`src/rtl/usb_tx_encoder.sv`:
```
// USB full-speed bit-level transmitter: SYNC, LSB-first data with bit stuffing, NRZI onto D+/D-, EOP.
// Optional USB_TX_UNDERRUN_EN adds a tx_underrun pulse output on a mid-packet byte underrun.
module usb_tx_encoder #(
  parameter int CLKS_PER_BIT = 8
) (
  input  logic       clk,
  input  logic       n_rst,
  input  logic [7:0] in_data,
  input  logic       in_valid,
  input  logic       in_last,
  output logic       in_ready,
  output logic       d_plus,
  output logic       d_minus,
  output logic       tx_busy
`ifdef USB_TX_UNDERRUN_EN
  ,
  output logic       tx_underrun
`endif
);

  localparam int TW = (CLKS_PER_BIT > 2) ? $clog2(CLKS_PER_BIT) : 1;
  localparam logic [TW-1:0] TMAX = TW'(CLKS_PER_BIT - 1);

  typedef enum logic [2:0] {IDLE, SYNC, DATA, STUFF, EOP_SE0, EOP_J} state_t;

  state_t        state_q, state_d;
  logic [TW-1:0] timer_q, timer_d;
  logic [2:0]    bit_cnt_q, bit_cnt_d;
  logic [7:0]    shift_q, shift_d;
  logic          last_q, last_d;
  logic [2:0]    ones_q, ones_d;
  logic          end_q, end_d;
  logic          dp_q, dp_d;
  logic          dm_q, dm_d;
  logic          busy_q, busy_d;

  logic boundary, load_slot, emit, emit_bit, more;

  assign boundary  = (timer_q == TMAX);
  // Final bit period of a non-last byte: the only mid-packet point where a byte is taken.
  assign load_slot = (state_q == DATA) && boundary && (bit_cnt_q == 3'd7) && !last_q;
  assign in_ready  = n_rst && ((state_q == IDLE) || load_slot);
  assign d_plus    = dp_q;
  assign d_minus   = dm_q;
  assign tx_busy   = busy_q;
`ifdef USB_TX_UNDERRUN_EN
  assign tx_underrun = n_rst && load_slot && !in_valid;
`endif

  always_comb begin
    state_d   = state_q;
    bit_cnt_d = bit_cnt_q;
    shift_d   = shift_q;
    last_d    = last_q;
    ones_d    = ones_q;
    end_d     = end_q;
    dp_d      = dp_q;
    dm_d      = dm_q;
    busy_d    = busy_q;
    emit      = 1'b0;
    emit_bit  = 1'b0;
    more      = 1'b0;
    timer_d   = (state_q == IDLE || boundary) ? '0 : timer_q + 1'b1;

    case (state_q)
      IDLE: begin
        if (in_valid && in_ready) begin
          state_d   = SYNC;
          shift_d   = in_data;
          last_d    = in_last;
          bit_cnt_d = '0;
          busy_d    = 1'b1;
          emit      = 1'b1;
          emit_bit  = 1'b0;
        end
      end
      SYNC: begin
        if (boundary) begin
          emit = 1'b1;
          if (bit_cnt_q == 3'd7) begin
            state_d   = DATA;
            bit_cnt_d = '0;
            emit_bit  = shift_q[0];
          end else begin
            bit_cnt_d = bit_cnt_q + 3'd1;
            emit_bit  = (bit_cnt_q == 3'd6);
          end
        end
      end
      DATA: begin
        if (boundary) begin
          if (bit_cnt_q != 3'd7) begin
            shift_d   = {1'b0, shift_q[7:1]};
            bit_cnt_d = bit_cnt_q + 3'd1;
            more      = 1'b1;
          end else if (!last_q && in_valid) begin
            shift_d   = in_data;
            last_d    = in_last;
            bit_cnt_d = '0;
            more      = 1'b1;
          end
          // A pending stuff bit always goes out first; end_q remembers where to go after it.
          if (ones_q == 3'd6) begin
            state_d = STUFF;
            end_d   = !more;
            emit    = 1'b1;
          end else if (more) begin
            emit     = 1'b1;
            emit_bit = shift_d[0];
          end else begin
            state_d   = EOP_SE0;
            bit_cnt_d = '0;
            dp_d      = 1'b0;
            dm_d      = 1'b0;
          end
        end
      end
      STUFF: begin
        if (boundary) begin
          if (end_q) begin
            state_d   = EOP_SE0;
            bit_cnt_d = '0;
            dp_d      = 1'b0;
            dm_d      = 1'b0;
          end else begin
            state_d  = DATA;
            emit     = 1'b1;
            emit_bit = shift_q[0];
          end
        end
      end
      EOP_SE0: begin
        if (boundary) begin
          if (bit_cnt_q == 3'd1) begin
            state_d = EOP_J;
            dp_d    = 1'b1;
            dm_d    = 1'b0;
          end else begin
            bit_cnt_d = bit_cnt_q + 3'd1;
          end
        end
      end
      EOP_J: begin
        if (boundary) begin
          state_d = IDLE;
          busy_d  = 1'b0;
        end
      end
      default: state_d = IDLE;
    endcase

    // NRZI: a 0 toggles J<->K and breaks the run of ones; a 1 holds the line.
    if (emit) begin
      if (emit_bit) begin
        ones_d = ones_q + 3'd1;
      end else begin
        ones_d = '0;
        dp_d   = ~dp_q;
        dm_d   = dp_q;
      end
    end
  end

  always_ff @(posedge clk) begin
    if (!n_rst) begin
      state_q   <= IDLE;
      timer_q   <= '0;
      bit_cnt_q <= '0;
      shift_q   <= '0;
      last_q    <= 1'b0;
      ones_q    <= '0;
      end_q     <= 1'b0;
      dp_q      <= 1'b1;
      dm_q      <= 1'b0;
      busy_q    <= 1'b0;
    end else begin
      state_q   <= state_d;
      timer_q   <= timer_d;
      bit_cnt_q <= bit_cnt_d;
      shift_q   <= shift_d;
      last_q    <= last_d;
      ones_q    <= ones_d;
      end_q     <= end_d;
      dp_q      <= dp_d;
      dm_q      <= dm_d;
      busy_q    <= busy_d;
    end
  end

endmodule

```
`config.mk`:
```
export PLATFORM = sky130hd
export DESIGN_NAME = usb_tx_encoder
export DESIGN_NICKNAME = d
export VERILOG_FILES = /design/src/rtl/usb_tx_encoder.sv
export SDC_FILE = /design/constraint.sdc
export NUM_CORES = 1
export LEC_CHECK = 0
export CAP_MARGIN = 20
export CORE_ASPECT_RATIO = 1.1
export CORE_MARGIN = 5
export CORE_UTILIZATION = 25
export DETAILED_ROUTE_END_ITERATION = 10
export GPL_TIMING_DRIVEN = 0
export SYNTH_ARGS = -nofsm -noshare
export SYNTH_HDL_FRONTEND = slang
export SYNTH_SLANG_ARGS = --single-unit
```
`constraint.sdc`:
```
create_clock -name clk -period 2.5 [get_ports clk]
set_clock_uncertainty 0.1 [all_clocks]
set_input_delay 0.75 -clock clk [delete_from_list [all_inputs] [get_ports clk]]
set_output_delay 0.75 -clock clk [all_outputs]
set_load 0.005 [all_outputs]
```
==> flow_metrics.py, run 1 <==
metrics = {
    "cts": {
        "clock_latency_ps": 270,
        "root_buffer": "clkbuf_8",
        "cts_sinks": 25,
        "clkTransAtPathRegs_ps": 90,
        "htreeDepth": 1,
        "cts_buffers": 3,
        "cts_tree": "yes",
        "clk_path_buf_depth": 2,
        "hold_buffers": 0,
    },
    "layout": {
        "multi_input_area_sq_um": 1130,
        "stdcell_area_sq_um": 2050,
        "nNetsFinal": 248,
        "final_util": 0.308,
        "regArea_sq_um": 505,
        "syn_to_final_growth_pct": 18.6,
        "layout-drive-gt1-share": 0.186,
        "n_fill_cell": 734,
        "instances_no_fill": 308,
        "diodes": 0,
    },
    "grt": {
        "overflow": 0,
        "gr-usage-all-layers": 0.103,
        "antenna_found_initial": 0,
        "grt_max_degree": 14,
        "grt_pass1_vias": 1523,
        "grt_pass1_wl_um": 7330,
    },
    "die": {
        "die-area_sq_um": 8690,
        "start_util": 0.260,
        "num_rows": 31,
        "dieWidth_um": 89.4,
        "num_io_pins": 16,
        "core_sq_um": 6670,
        "dieHeight_um": 97.3,
    },
    "worst_setup_path": {
        "critical_path_arrival_ps": 1550,
        "required_ps": 1650,
        "critPathMaxFanout": 2,
        "start_kind": "register",
        "endpoint_kind": "primary output",
        "crit_type": "register to primary output",
    },
    "route": {
        "drt_iter0_drc": 183,
        "ant_nets": 0,
        "drt_pre_antenna_iters": 4,
        "wirelength_um": 4320,
        "post-route-drc-count": 0,
        "vias": 1550,
        "viasPerCell": 5.03,
        "drt-wirelength-per-cell_um": 14.0,
    },
    "power": {
        "total_power_mw": 1.38,
        "power.leakage_nw": 0.733,
        "powerDensity_nw_per_um2": 671,
        "peakVddDrop_mv": 0.240,
    },
    "logic_synthesis": {
        "synth.largest_area_cell": "dfxtp_1",
        "synth-seq-area-share": 0.289,
        "yosysMostFrequentCell": "dfxtp_1",
        "synthArstFlopShare": 0,
        "ys_types": 53,
        "yosysTopAreaCellShare": 0.289,
        "synthTopCellsByArea": "dfxtp_1 29%, ha_1 6.5%, mux2i_1 5.8%",
        "synth-seq-cells": 25,
        "synth_edf_count": 0,
        "syn-cell-area_sq_um": 1730,
        "synth_ff_type": "dfxtp_1",
        "synth_warnings": 0,
        "synth.cells.most_frequent": "25 x dfxtp_1, 19 x nand2_1, 18 x nor2_1, 12 x a21oi_1",
        "synthCells": 206,
        "syn-mean-instance-area_sq_um": 8.41,
        "synthesis.nets": 227,
    },
    "placement": {
        "gp_congestion": 0.870,
        "hpwlAfterDp_um": 3180,
        "dpl.cell_count": 301,
        "dpl_cell_area_sq_um": 1960,
        "preCtsSetupSlack_ps": -319,
        "portBuffers": 13,
    },
    "run": {
        "maxCapViolCount": 0,
    },
    "timing": {
        "max_slew_margin": 0.551,
        "setup_ws_ps": 97.6,
        "tightest_slew_ps": 669,
        "finalSetupViolations": 0,
        "timing.final.crit_period_ps": 2400,
        "rsz0062_at_grt": "no",
        "slew_viol_final": 0,
        "fin_crit_sh": 0.961,
        "fmax_ghz": 0.416,
        "hold_viol": 0,
    },
    "status": {
        "run_status": "finished clean",
    },
    "hold_path": {
        "hp-class": "register to register",
    },
}
[repair_timing]
item,in CTS,in global routing
endpoints found under the setup margin,1,0
gates resized for setup,14,0
buffers inserted,3,0
[registers in the layout, indices dropped and copies added (netlist names)]
name,flops
tx_busy,1
end_q,1
last_q,1
shift_q,8
bit_cnt_q,3
ones_q,3
d_minus,1
d_plus,1
timer_q,3
state_q,3
[through the flow]
step                      setup TNS (ps)  hold WS, ps
after global routing                   0          386
after detailed placement            -382          336
after global placement              -426          329
after CTS                              0          356
after floorplan                        0          307
final                                  0          346
[critical path, stage by stage, from the launching register on]
cell	delay [ps]
dfxtp_4	350
ha_2	170
ha_1	150
buf_6	100
nor2b_4	150
nand2_1	80
a21oi_2	140
buf_2	120
[cells by family after synthesis]
kind of cell    share of synthesized area
simple gates                        0.259
compound gates                      0.241
flops                               0.289
buf+inv                            0.0686
mux                                0.0730
fa+ha+maj                          0.0650
xor+xnor                          0.00506
[layout make-up]
type,instances,share of cell area
Clock buffer,4,0.0219
Tap cell,82,0.0499
Sequential cell,25,0.246
Multi-Input combinational cell,157,0.548
Buffer,14,0.0438
Timing Repair Buffer,16,0.0719
Inverter,10,0.0183
[where the power goes]
| group | total (mW) | internal, mW | switching, mW |
|---|---|---|---|
| Sequential | 0.509 | 0.458 | 0.0503 |
| Clock | 0.247 | 0.114 | 0.133 |
| Combinational | 0.622 | 0.275 | 0.347 |
| Total | 1.38 | 0.848 | 0.530 |
[layer usage]
layer	up-vias	part of all wire	GRT usage
met5	-	0	0
met4	0	0.0090	0.0206
met3	6	0.055	0.0263
met2	35	0.44	0.153
met1	727	0.50	0.148
li1	782	-	-
[worst paths after layout]
| kind | from | to | slack (ps) | cells past startpoint |
|---|---|---|---|---|
| max reg2reg | bit_cnt_q[0] | d_plus | 150 | 7 |
| max | bit_cnt_q[0] | in_ready | 100 | 7 |
| min reg2reg | timer_q[0] | timer_q[0] | 350 | 1 |
| min | timer_q[0] | timer_q[0] | 350 | 1 |
[layout by cell type (no fill, tap or decap), types with 3 or more instances in the layout]
cell type / netlist / layout
a211oi_1: 4 / 4
a211oi_2: 7 / 7
a21oi_1: 12 / 11
buf_2: 5 / 4
buf_4: 2 / 6
buf_6: 2 / 3
clkbuf_1: 5 / 6
clkbuf_8: 0 / 3
clkdlybuf4s50_1: 0 / 12
dfxtp_1: 25 / 23
ha_1: 9 / 8
inv_1: 9 / 9
mux2i_1: 10 / 10
nand2_1: 19 / 19
nand2b_1: 3 / 3
nand3_1: 7 / 7
nand4_1: 3 / 3
nand4b_1: 4 / 4
nor2_1: 18 / 18
nor2b_1: 7 / 6
o21ai_0: 10 / 10
o21ai_1: 3 / 3
Power figures use the tool's default switching activity.
==> run 2: changes to the inputs <==
CTS_CLUSTER_DIAMETER = 60   (was unset)
SETUP_SLACK_MARGIN = 0.15   (was unset)
==> run 2 against run 1 <==
Clock power about the same. Fmax up 4.2%. Utilization up 0.64 points. Design area up 2.1%. Critical path depth unchanged. Power up 0.95%. Register-to-register slack better by 90 ps. Worst setup slack better by 96 ps. Count of clock-buffer cells in the layout unchanged. Critical endpoint unchanged.
==> flow_metrics.py, run 2 (same netlist as run 1, synthesis figures left out) <==
metrics = {
    "status": {
        "run_status": "finished clean",
    },
    "hold_path": {
        "hold_path.startpoint": "timer_q[0]",
        "hold_path_depth": 1,
        "min_to": "timer_q[0]",
        "hp-class": "register to register",
    },
    "power": {
        "p_sw_frac": 0.388,
        "seqPwrFrac": 0.369,
        "internal_power_mw": 0.851,
        "power_frac_comb": 0.454,
        "powerDensity_nw_per_um2": 663,
        "power_frac_clock": 0.177,
        "peakVddDrop_mv": 0.240,
        "power.leakage_nw": 0.734,
        "switchingPower_mw": 0.540,
    },
    "die": {
        "die-area_sq_um": 8690,
        "num_io_pins": 16,
        "dieHeight_um": 97.3,
        "dieWidth_um": 89.4,
        "start_util": 0.260,
        "num_rows": 31,
        "core_sq_um": 6670,
    },
    "layout": {
        "layout-drive-gt1-share": 0.217,
        "diodes": 0,
        "final_common_cell": "dfxtp_1",
        "largest_reg_flops": 8,
        "stdcell_area_sq_um": 2100,
        "n_fill_cell": 732,
        "nNetsFinal": 248,
        "final_util": 0.314,
        "largest-register": "shift_q",
        "syn_to_final_growth_pct": 21.1,
        "mostFrequentLayoutCells": "21 x dfxtp_1, 18 x nor2_1, 18 x nand2_1, 12 x clkdlybuf4s50_1, 11 x a21oi_1",
    },
    "worst_setup_path": {
        "crit_path_frequent_cell": "ha_4",
        "path_delay_family": "flip-flops",
        "r2r_start": "bit_cnt_q[0]",
        "path_cells": "ha_4 > ha_4 > buf_6 > nor2b_4 > nand2_2 > a21oi_2 > buf_2",
        "reg2reg_depth": 8,
        "cp_slowest_cell": "dfxtp_4",
        "critical_path_arrival_ps": 1460,
        "crit_buf_inv": 2,
        "crit_type": "register to primary output",
        "cpPeakStageDelay_ps": 370,
        "critPathMaxFanout": 2,
        "worstReg2RegEnd": "d_plus",
        "ff2ff_setup_slack_ps": 240,
        "endpoint_kind": "primary output",
        "start_kind": "register",
        "required_ps": 1650,
    },
    "timing": {
        "max_slew_margin": 0.553,
        "slew_viol_final": 0,
        "hold_viol": 0,
        "rsz0062_at_grt": "yes",
        "finalSetupViolations": 0,
        "tightest_slew_ps": 666,
        "fmax_ghz": 0.434,
        "timing.final.crit_period_ps": 2310,
        "fin_crit_sh": 0.923,
    },
    "route": {
        "post-route-drc-count": 0,
        "vias": 1571,
        "ant_nets": 0,
        "viasPerCell": 5.10,
        "drt_pre_antenna_iters": 4,
        "drt-wirelength-per-cell_um": 14.4,
        "wirelength_um": 4420,
        "drt_iter0_drc": 151,
    },
    "grt": {
        "overflow": 0,
        "grt_pass1_vias": 1529,
        "grt_pass1_wl_um": 7370,
        "gr-usage-all-layers": 0.103,
        "grt_max_degree": 14,
        "antenna_found_initial": 0,
    },
    "cts": {
        "hold_buffers": 0,
        "cts_buffers": 3,
        "root_buffer": "clkbuf_8",
        "clock_latency_ps": 270,
        "cts_sinks": 25,
        "htreeDepth": 1,
        "clkTransAtPathRegs_ps": 90,
        "cts_tree": "yes",
        "clk_path_buf_depth": 2,
    },
    "placement": {
        "portBuffers": 13,
        "dpl_cell_area_sq_um": 1960,
        "gp_congestion": 0.870,
        "hpwlAfterDp_um": 3180,
    },
    "run": {
        "maxCapViolCount": 0,
    },
}
-- run 2: how the worst max path moves through the flow --
| stage | to | slack [ps] | cells after the start | start |
|---|---|---|---|---|
| after floorplan | d_plus | 280 | 6 | in_valid |
| after global placement | in_ready | -340 | 7 | bit_cnt_q[0] |
| after detailed placement | in_ready | -320 | 7 | bit_cnt_q[0] |
| after CTS | in_ready | 150 | 6 | timer_q[0] |
| after global routing | in_ready | 130 | 7 | bit_cnt_q[0] |
| final | in_ready | 190 | 7 | bit_cnt_q[0] |
-- run 2: repair_timing --
| action | CTS | global route |
|---|---|---|
| setup endpoints to repair | 2 | 2 |
| gates resized for setup | 19 | 6 |
| pin swaps | 2 | 0 |
| setup buffers | 3 | 0 |
-- run 2: power by group through the flow --
stage	logic [mW]	clock network, mW	registers [mW]
6_report	0.631	0.246	0.514
5_1_grt	0.696	0.273	0.521
4_1_cts	0.623	0.260	0.512
3_5_place_dp	0.610	0	0.520
3_3_place_gp	0.605	0	0.519
2_1_floorplan	0.459	0	0.505
-- run 2: metrics by stage --
stage	setup WS (ps)	hold slack (ps)	power [mW]	instances	setup TNS (ps)
3_3_place_gp	-345	329	1.12	301	-426
3_5_place_dp	-319	336	1.13	301	-382
4_1_cts	154	356	1.40	308	0
5_1_grt	126	342	1.49	308	0
2_1_floorplan	285	307	0.964	206	0
6_report	193	316	1.39	308	0
-- run 2: area by class of cell --
cell class	instances	area [sq um]	share of cell area
multi-input cells	157	1160	0.554
inverters	10	37.5	0.0179
repair buffers	16	148	0.0704
plain buffers	14	95.1	0.0453
flip-flops and latches	25	508	0.242
clock buffers	4	45.0	0.0215
well taps	82	103	0.0489
-- run 2: routing by layer --
metal	vias up	share of wire	track usage
met5	-	0	0
met4	0	0.0057	0.0206
met3	4	0.061	0.0263
met2	50	0.45	0.155
met1	734	0.48	0.147
li1	783	-	-
==> run 3: changes to the inputs <==
SKIP_LAST_GASP = 1   (was unset)
==> results of run 3 <==
Same layout as run 2: the final DEF is identical, and so are final timing and power.
